==> config.mk <==
export PLATFORM = sky130hd
export DESIGN_NAME = minibyte_mmio
export DESIGN_NICKNAME = d
export VERILOG_FILES = /design/src/rtl/minibyte_mmio_pkg.sv /design/src/rtl/minibyte_uart_tx.sv /design/src/rtl/minibyte_mmio.sv
export SDC_FILE = /design/constraint.sdc
export NUM_CORES = 1
export LEC_CHECK = 0
export BUFFER_PORTS_ARGS = -buffer_cell sky130_fd_sc_hd__buf_2
export CAP_MARGIN = 20
export CORE_ASPECT_RATIO = 1.75
export CORE_MARGIN = 2
export CORE_UTILIZATION = 59
export CTS_BUF_LIST = sky130_fd_sc_hd__clkbuf_8 sky130_fd_sc_hd__clkbuf_16
export DETAILED_ROUTE_END_ITERATION = 10
export PLACE_DENSITY = 0.84
export REMOVE_ABC_BUFFERS = 1
export SYNTH_ARGS = -nofsm -noshare
export SYNTH_HDL_FRONTEND = slang
export SYNTH_SLANG_ARGS = --single-unit
==> constraint.sdc <==
create_clock -name clk_in -period 4.1 [get_ports clk_in]
set_input_delay 0.41 -clock clk_in [delete_from_list [all_inputs] [get_ports clk_in]]
set_output_delay 0.41 -clock clk_in [all_outputs]
set_load 0.02 [all_outputs]
==> src/rtl/minibyte_mmio_pkg.sv <==
// Shared definitions for the minibyte MMIO block: register offsets,
// timer control bit positions and the UART transmitter state type.
package minibyte_mmio_pkg;

    localparam logic [3:0] OFS_GPIO_OUT  = 4'h0;
    localparam logic [3:0] OFS_GPIO_IN   = 4'h1;
    localparam logic [3:0] OFS_TMR_CNT   = 4'h2;
    localparam logic [3:0] OFS_TMR_CMP   = 4'h3;
    localparam logic [3:0] OFS_TMR_CTRL  = 4'h4;
    localparam logic [3:0] OFS_UART_DATA = 4'h5;
    localparam logic [3:0] OFS_UART_STAT = 4'h6;

    localparam int TMR_CTRL_EN_BIT    = 0;
    localparam int TMR_CTRL_MATCH_BIT = 1;

    typedef enum logic [1:0] {
        UART_IDLE  = 2'd0,
        UART_START = 2'd1,
        UART_DATA  = 2'd2,
        UART_STOP  = 2'd3
    } uart_state_e;

endpackage

==> src/rtl/minibyte_uart_tx.sv <==
// Byte-wide UART transmitter: one start bit, 8 data bits LSB first, one stop bit.
// The line is driven from the state register, so reset returns it high at once.
module minibyte_uart_tx
    import minibyte_mmio_pkg::*;
#(
    parameter int CLKS_PER_BIT = 16
) (
    input  logic       clk_in,
    input  logic       rst_in,
    input  logic       ena_in,
    input  logic       start_in,
    input  logic [7:0] data_in,
    output logic       busy_out,
    output logic       tx_out
);

    localparam int CW = (CLKS_PER_BIT > 1) ? $clog2(CLKS_PER_BIT) : 1;
    localparam logic [CW-1:0] CLK_LAST = CW'(CLKS_PER_BIT - 1);

    uart_state_e   state_q, state_d;
    logic [CW-1:0] clk_cnt_q, clk_cnt_d;
    logic [2:0]    bit_cnt_q, bit_cnt_d;
    logic [7:0]    shift_q, shift_d;
    logic          bit_done;

    assign bit_done = (clk_cnt_q == CLK_LAST);
    assign busy_out = (state_q != UART_IDLE);

    always_comb begin
        state_d   = state_q;
        clk_cnt_d = clk_cnt_q;
        bit_cnt_d = bit_cnt_q;
        shift_d   = shift_q;
        tx_out    = 1'b1;
        case (state_q)
            UART_IDLE: begin
                if (start_in) begin
                    state_d   = UART_START;
                    clk_cnt_d = '0;
                    bit_cnt_d = '0;
                    shift_d   = data_in;
                end
            end
            UART_START: begin
                tx_out = 1'b0;
                if (bit_done) begin
                    clk_cnt_d = '0;
                    state_d   = UART_DATA;
                end else begin
                    clk_cnt_d = clk_cnt_q + CW'(1);
                end
            end
            UART_DATA: begin
                tx_out = shift_q[0];
                if (bit_done) begin
                    clk_cnt_d = '0;
                    shift_d   = {1'b0, shift_q[7:1]};
                    bit_cnt_d = bit_cnt_q + 3'd1;
                    if (bit_cnt_q == 3'd7) begin
                        state_d = UART_STOP;
                    end
                end else begin
                    clk_cnt_d = clk_cnt_q + CW'(1);
                end
            end
            UART_STOP: begin
                if (bit_done) begin
                    clk_cnt_d = '0;
                    state_d   = UART_IDLE;
                end else begin
                    clk_cnt_d = clk_cnt_q + CW'(1);
                end
            end
            default: state_d = UART_IDLE;
        endcase
    end

    always_ff @(posedge clk_in or negedge rst_in) begin
        if (!rst_in) begin
            state_q   <= UART_IDLE;
            clk_cnt_q <= '0;
            bit_cnt_q <= '0;
            shift_q   <= '0;
        end else if (ena_in) begin
            state_q   <= state_d;
            clk_cnt_q <= clk_cnt_d;
            bit_cnt_q <= bit_cnt_d;
            shift_q   <= shift_d;
        end
    end

endmodule

==> src/rtl/minibyte_mmio.sv <==
// minibyte MMIO peripheral: address decode, GPIO, prescaled timer and UART TX.
// The UART is built only when MINIBYTE_MMIO_UART_EN is defined.
module minibyte_mmio
    import minibyte_mmio_pkg::*;
#(
    parameter logic [7:0] BASE_ADDR    = 8'hF0,
    parameter int          TMR_PRESCALE = 4,
    parameter int          CLKS_PER_BIT = 16
) (
    input  logic       clk_in,
    input  logic       rst_in,
    input  logic       ena_in,
    input  logic [7:0] addr_in,
    input  logic [7:0] wr_data_in,
    input  logic       we_in,
    output logic [7:0] rd_data_out,
    output logic       hit_out,
    input  logic [7:0] gpio_in,
    output logic [7:0] gpio_out,
    output logic       tmr_match_out,
    output logic       uart_tx_out
);

    localparam int PW = (TMR_PRESCALE > 1) ? $clog2(TMR_PRESCALE) : 1;
    localparam logic [PW-1:0] PRESC_LAST = PW'(TMR_PRESCALE - 1);

    logic [3:0]    offset;
    logic          wr_en;
    logic [7:0]    gpio_q, gpio_d;
    logic [7:0]    sync1_q, sync2_q;
    logic [7:0]    cnt_q, cnt_d, cnt_inc;
    logic [7:0]    cmp_q, cmp_d;
    logic          en_q, en_d;
    logic          match_q, match_d;
    logic [PW-1:0] presc_q, presc_d;
    logic          tick, set_match;
    logic          uart_busy;

    assign offset        = addr_in[3:0];
    assign hit_out       = (addr_in[7:4] == BASE_ADDR[7:4]);
    assign wr_en         = we_in & hit_out & ena_in;
    assign gpio_out      = gpio_q;
    assign tmr_match_out = match_q;
    assign tick          = en_q && (presc_q == PRESC_LAST);
    assign cnt_inc       = cnt_q + 8'd1;
    assign set_match     = tick && (cnt_inc == cmp_q);

    always_comb begin
        gpio_d  = gpio_q;
        cnt_d   = cnt_q;
        cmp_d   = cmp_q;
        en_d    = en_q;
        match_d = match_q;
        presc_d = presc_q;
        if (en_q) begin
            presc_d = tick ? '0 : presc_q + PW'(1);
            if (tick) begin
                cnt_d = cnt_inc;
            end
        end
        if (wr_en) begin
            case (offset)
                OFS_GPIO_OUT: gpio_d = wr_data_in;
                OFS_TMR_CNT: begin
                    cnt_d   = wr_data_in;
                    presc_d = '0;
                end
                OFS_TMR_CMP: cmp_d = wr_data_in;
                OFS_TMR_CTRL: begin
                    en_d = wr_data_in[TMR_CTRL_EN_BIT];
                    if (wr_data_in[TMR_CTRL_MATCH_BIT]) begin
                        match_d = 1'b0;
                    end
                end
                default: ;
            endcase
        end
        // A match set in the same cycle as a software clear must survive.
        if (set_match) begin
            match_d = 1'b1;
        end
    end

    always_ff @(posedge clk_in or negedge rst_in) begin
        if (!rst_in) begin
            gpio_q  <= 8'h00;
            sync1_q <= 8'h00;
            sync2_q <= 8'h00;
            cnt_q   <= 8'h00;
            cmp_q   <= 8'hFF;
            en_q    <= 1'b0;
            match_q <= 1'b0;
            presc_q <= '0;
        end else if (ena_in) begin
            gpio_q  <= gpio_d;
            sync1_q <= gpio_in;
            sync2_q <= sync1_q;
            cnt_q   <= cnt_d;
            cmp_q   <= cmp_d;
            en_q    <= en_d;
            match_q <= match_d;
            presc_q <= presc_d;
        end
    end

`ifdef MINIBYTE_MMIO_UART_EN
    minibyte_uart_tx #(
        .CLKS_PER_BIT(CLKS_PER_BIT)
    ) u_uart_tx (
        .clk_in  (clk_in),
        .rst_in  (rst_in),
        .ena_in  (ena_in),
        .start_in(wr_en && (offset == OFS_UART_DATA)),
        .data_in (wr_data_in),
        .busy_out(uart_busy),
        .tx_out  (uart_tx_out)
    );
`else
    logic unused_uart_cfg;
    assign unused_uart_cfg = (CLKS_PER_BIT > 0);
    assign uart_busy       = 1'b0;
    assign uart_tx_out     = 1'b1;
`endif

    always_comb begin
        rd_data_out = 8'h00;
        if (hit_out) begin
            case (offset)
                OFS_GPIO_OUT:  rd_data_out = gpio_q;
                OFS_GPIO_IN:   rd_data_out = sync2_q;
                OFS_TMR_CNT:   rd_data_out = cnt_q;
                OFS_TMR_CMP:   rd_data_out = cmp_q;
                OFS_TMR_CTRL:  rd_data_out = {6'b0, match_q, en_q};
                OFS_UART_STAT: rd_data_out = {7'b0, uart_busy};
                default:       rd_data_out = 8'h00;
            endcase
        end
    end

endmodule

* Yosys cells after proc, flatten, opt, wreduce, memory -nomap -nowiden
Cells that the tools add are included.
** Storage, ports and cells
- ROM bits :: 0
- Output and inout port bits :: 19
- Latch bits :: 0
- Memories :: 0
- Memory bits (writable) :: 0
- Bits in registers :: 44
** Operators by class
- Bitwise logic cells :: 2
- Divide/modulo/power cells :: 0
- Magnitude comparators :: 0
- Mux-type cells :: 14
- Add/sub/neg operators :: 2
- Reduce and logical (&&, ||, !) cells :: 10
- Equality and inequality tests :: 7
- Shift-type cells :: 0
- Multiply operators :: 0
** Operators by type and width (number)
- $mux W8 :: 5
- $pmux W8 S5 :: 1
- $reduce_and A3 Y1 :: 3
- $add A8 B1 Y8 const B :: 1
- $eq A4 B2 Y1 const B :: 2
- $eq A8 B8 Y1 :: 1
- $mux W2 :: 4
- $reduce_bool A2 Y1 :: 3
- $eq A4 B1 Y1 const B :: 1
- $eq A4 B3 Y1 const B :: 1
- $eq A4 B4 Y1 const B :: 1
- $logic_not A4 Y1 :: 1
- $mux W1 :: 4
- $reduce_and A4 Y1 :: 1
- $add A2 B1 Y2 const B :: 1
- $and A1 B1 Y1 :: 2
- $eq A2 B2 Y1 const B :: 1
- $logic_and A1 B1 Y1 :: 2

* Depth between registers and ports, before layout
- Depth in word-level cells :: 6
- Gate-level depth with buffers :: 6

* Worst setup path before layout
Ideal clock, no wire load.
- Path kind :: input to output
- From :: input addr_in[1]
- To :: output rd_data_out[1]
- Arrival :: 1.430 ns
- Slack :: 2.260 ns
- Cell stages on the path :: 5
- Buffers on the path :: 1
- Cell sequence :: buf_2 > mux2_2 > a22oi_1 > o22ai_1 > and2_1
** Between the ends
- Cells in the longest elaborated chain, start to end :: 3
- Elaborated cells on any way between the ends :: 7
** RTL lines
- from (decl) :: line minibyte_mmio.sv:13 : input logic [7:0] addr_in,
- $eq A4 B3 Y1 (tied with other cells) :: line minibyte_mmio.sv:128 : case (offset)
- $pmux W8 S5 * :: line minibyte_mmio.sv:128
- $mux W8 * :: line minibyte_mmio.sv:127 : if (hit_out) begin
- to (decl) :: line minibyte_mmio.sv:16 : output logic [7:0] rd_data_out,
Every way passes the cells marked *; elsewhere a longest branch is shown, timed or not.

* Worst setup path in the final report
Ends and elaborated chain as after synthesis.

==> impl_results.md <==
* Status: complete, no violations
* Via count at 1793
* Register bit count reported by yosys at 44
* DP Area at roughly 2700 um^2
* Die area at between 4000 and 5000 um^2
* Clk sinks at 44
* Worst IR Drop VDD at 0.000346 V
* FILL cells at around 300
* Mapped Cells at 202
* Worst-case clock buffer depth at 2
* Sw Pwr at 212 uW
* Endpoints failing setup at 0
* Mean Syn Cell Area at ~12 um^2
* Final instance area at about 2800 um^2
* Average vias per placed instance at roughly 6.1
* Top-count cell post-synth: dfrtp_1
* Final nets at around 280
* WS Path Type: input pin to primary output
* Max Freq at around 470 MHz
* Number of distinct library cells after synthesis at 45
* Antenna Cells at 0
* Post-Syn Area at around 2400 um^2
* Worst EP arrival at 1700 ps
* Share of cells above drive strength 1 at between 40 and 50%
* Drt total wl at 5120 um
* Synth-to-layout area growth at 15.3%
* Synth top area share at around 37%
* Synth top cells by count: dfrtp_1 (36), mux2_2 (35), xnor2_1 (11)
* Skew final at ~11 ps
* Pleak at approximately 1.2 nW
* Register area share after synthesis at a little under half
* Setup TNS at 0 ps
* Async S/R FF share, synth at between 90% and 100%
* CP Launch Type: input pin
* Fin crit share at between 50% and 60%
* Average wire per standard cell at about 17 um
* CP max FO at 12
* Slew margin rel. at roughly 51%
* EDFF count, synth at 0
* Reg area at around 1100 um^2
* Fin crit period at roughly 2100 ps
* Comb power frac at 12.5%
* Largest stage delay on the critical path at roughly 370 ps
* Slew Limit Fails at 0
* IO Pins at 47
* Inserted Clock Buffers at 5
* Max-Cap Viols at 0
* H-tree Lvls at 2
* CP Capture Type: primary output
* Slew at the pin closest to its max-slew limit at 735 ps
* DRT iter0 DRCs at between 40 and 50
* Routed met2 length at ~2800 um
* Reg power frac at 55.0%
* Critical-path top delay cell: mux2_2
* Clk_lat worst skew at around 300 ps
* Initial antenna violation count at 0
* Pwr dens at roughly 320 nW/um^2
* DP HPWL at ~3600 um
* Starting density of the core at around 62%
* Vias in the first global route at around 1700
* Post-CTS Hold Buffers at 0
* Hold depth at 3
* I/O Buffers at 45
* Unrepaired setup endpoints after global routing: false
* Resize count post-CTS at 0
* Worst hold margin at 342 ps
* Top Layer Used: met4
* Clock power frac at ~33%
* CP Buf/Inv Count at 2
* Path length in cells of the critical path at 6
* Hold Vio Cnt, Final at 0
* Row cnt at 30
* Routed Antenna Nets at 0
* R2r worst-path depth at 6
* Metal-1 WL at 1940 um
* Root buf cell: clkbuf_8
* Net Sw Frac at between 20% and 30%
* Global-route wire length before repair at 8250 um
* Yosys Warn Count at 0
* Die Y at 88.6 um
* DRT Pass-1 Iters at 4
* Die Wd at 52.4 um
* Cell taking the most area after synthesis: dfrtp_1
* CP most frequent cell: buf_2
* RePlAce Congestion at roughly 0.8
* Post-Place Worst Slack at 1740 ps
* DR DRC count at 0
* Clock transition at path regs at around 80 ps
* Core ar. at between 3000 and 4000 um^2
* Pint at ~680 uW
* Synth area leaders: dfrtp_1 (37%), mux2_2 (16%), dfstp_2 (8.7%)
* CP required at roughly 3700 ps
* Top FF cell, synth: dfrtp_1
* Total grt overflow at 0
* Post-CTS Setup Bufs at 0
* TritonCTS clock tree: done
* CP delay by family, top: buffers and inverters
* Hold Path Class: input pin to flop
* Largest net degree at the start of global routing at 45
* Multi-input gate area at 1250 um^2
* Layout Utilization at 71.3%
* Worst setup margin at a little under 2000 ps
* Metal3 WL at 260 um
* Total track usage at around 25%
* CP Cell Sequence: buf_2 > mux2_2 > a22oi_1 > o22ai_1 > and2_1 > buf_2
## per-layer routing
layer / vias to the layer above / global-route usage, %
li1: 830 / -
met5: - / 0
met4: 0 / 12.4
met2: 49 / 42.5
met3: 11 / 5.41
met1: 903 / 29.0
## metrics by stage
stage / std cells / total power, mW
after detailed placement: 285 / 0.606
final: 295 / 0.889
after CTS: 293 / 0.894
after global placement: 285 / 0.601
after global routing: 295 / 0.932
after floorplan: 192 / 0.553
## cells in the final DEF, fill, tap and decap left out, types with 2 or more instances in the layout
master	netlist	routed
xor2_1	3	3
mux2i_1	3	3
mux4_2	6	6
o211ai_1	2	2
mux2_2	35	35
dfstp_2	8	8
inv_1	1	2
dfrtp_1	36	36
o22ai_1	2	2
nor2_1	9	9
and2_1	2	2
clkbuf_8	0	7
a22oi_1	4	4
nor3_1	4	4
nand3_1	7	7
buf_2	4	45
o21ai_0	7	7
xnor2_1	11	11
nor2b_1	9	9
ha_1	2	2
nand4_1	3	3
a21oi_1	5	5
nand2_1	9	9
nor3b_1	3	3
nand2b_1	3	3
## area by class of cell
| class | count | area share (%) |
|---|---|---|
| inverters | 1 | 0.135 |
| clock inverters | 1 | 0.135 |
| multi-input cells | 147 | 45.0 |
| repair buffers | 47 | 9.17 |
| flip-flops and latches | 44 | 39.9 |
| clock buffers | 7 | 3.46 |
| well taps | 48 | 2.16 |
## kinds of logic (layout without fill, tap and decap cells)
family / after synthesis / count (layout) / share of synthesized area, %
and+or+nand+nor: 59 / 59 / 15.3
muxes: 44 / 44 / 23.2
adders and majority gates: 2 / 2 / 1.04
other: 1 / 1 / 0.155
buffers and inverters: 11 / 56 / 2.07
DFF: 44 / 44 / 46.0
AOI/OAI and AO/OA: 27 / 27 / 7.10
xor gates and xnor gates: 14 / 14 / 5.08
## worst min-delay path: stages
cell     delay [ps]
buf_2           100
nand2_1          40
o21ai_0          50
## registers in the layout, summed over array words and instances, names as in the netlist
signal         cells
cmp_q              8
sync1_q            8
gpio_out           8
cnt_q              8
sync2_q            8
tmr_match_out      1
en_q               1
presc_q            2
## final timing paths
| kind | from | end | slack [ps] |
|---|---|---|---|
| max | addr_in[1] | rd_data_out[1] | 1990 |
| min | wr_data_in[7] | cnt_q[7] | 340 |
| max reg2reg | cnt_q[0] | tmr_match_out | 2180 |
| min reg2reg | sync1_q[0] | sync1_q[0] | 510 |
| max in group asynchronous | rst_in | cmp_q[4] | 3080 |
| min in group asynchronous | rst_in | gpio_out[0] | 490 |
## power by group through the flow
stage          Clock [mW]  Combinational (mW)  Sequential, mW
2_1_floorplan           0              0.0609           0.492
3_3_place_gp            0               0.106           0.495
3_5_place_dp            0               0.109           0.497
4_1_cts             0.296               0.109           0.489
5_1_grt             0.316               0.122           0.493
6_report            0.289               0.111           0.489
Power figures use the tool's default switching activity.
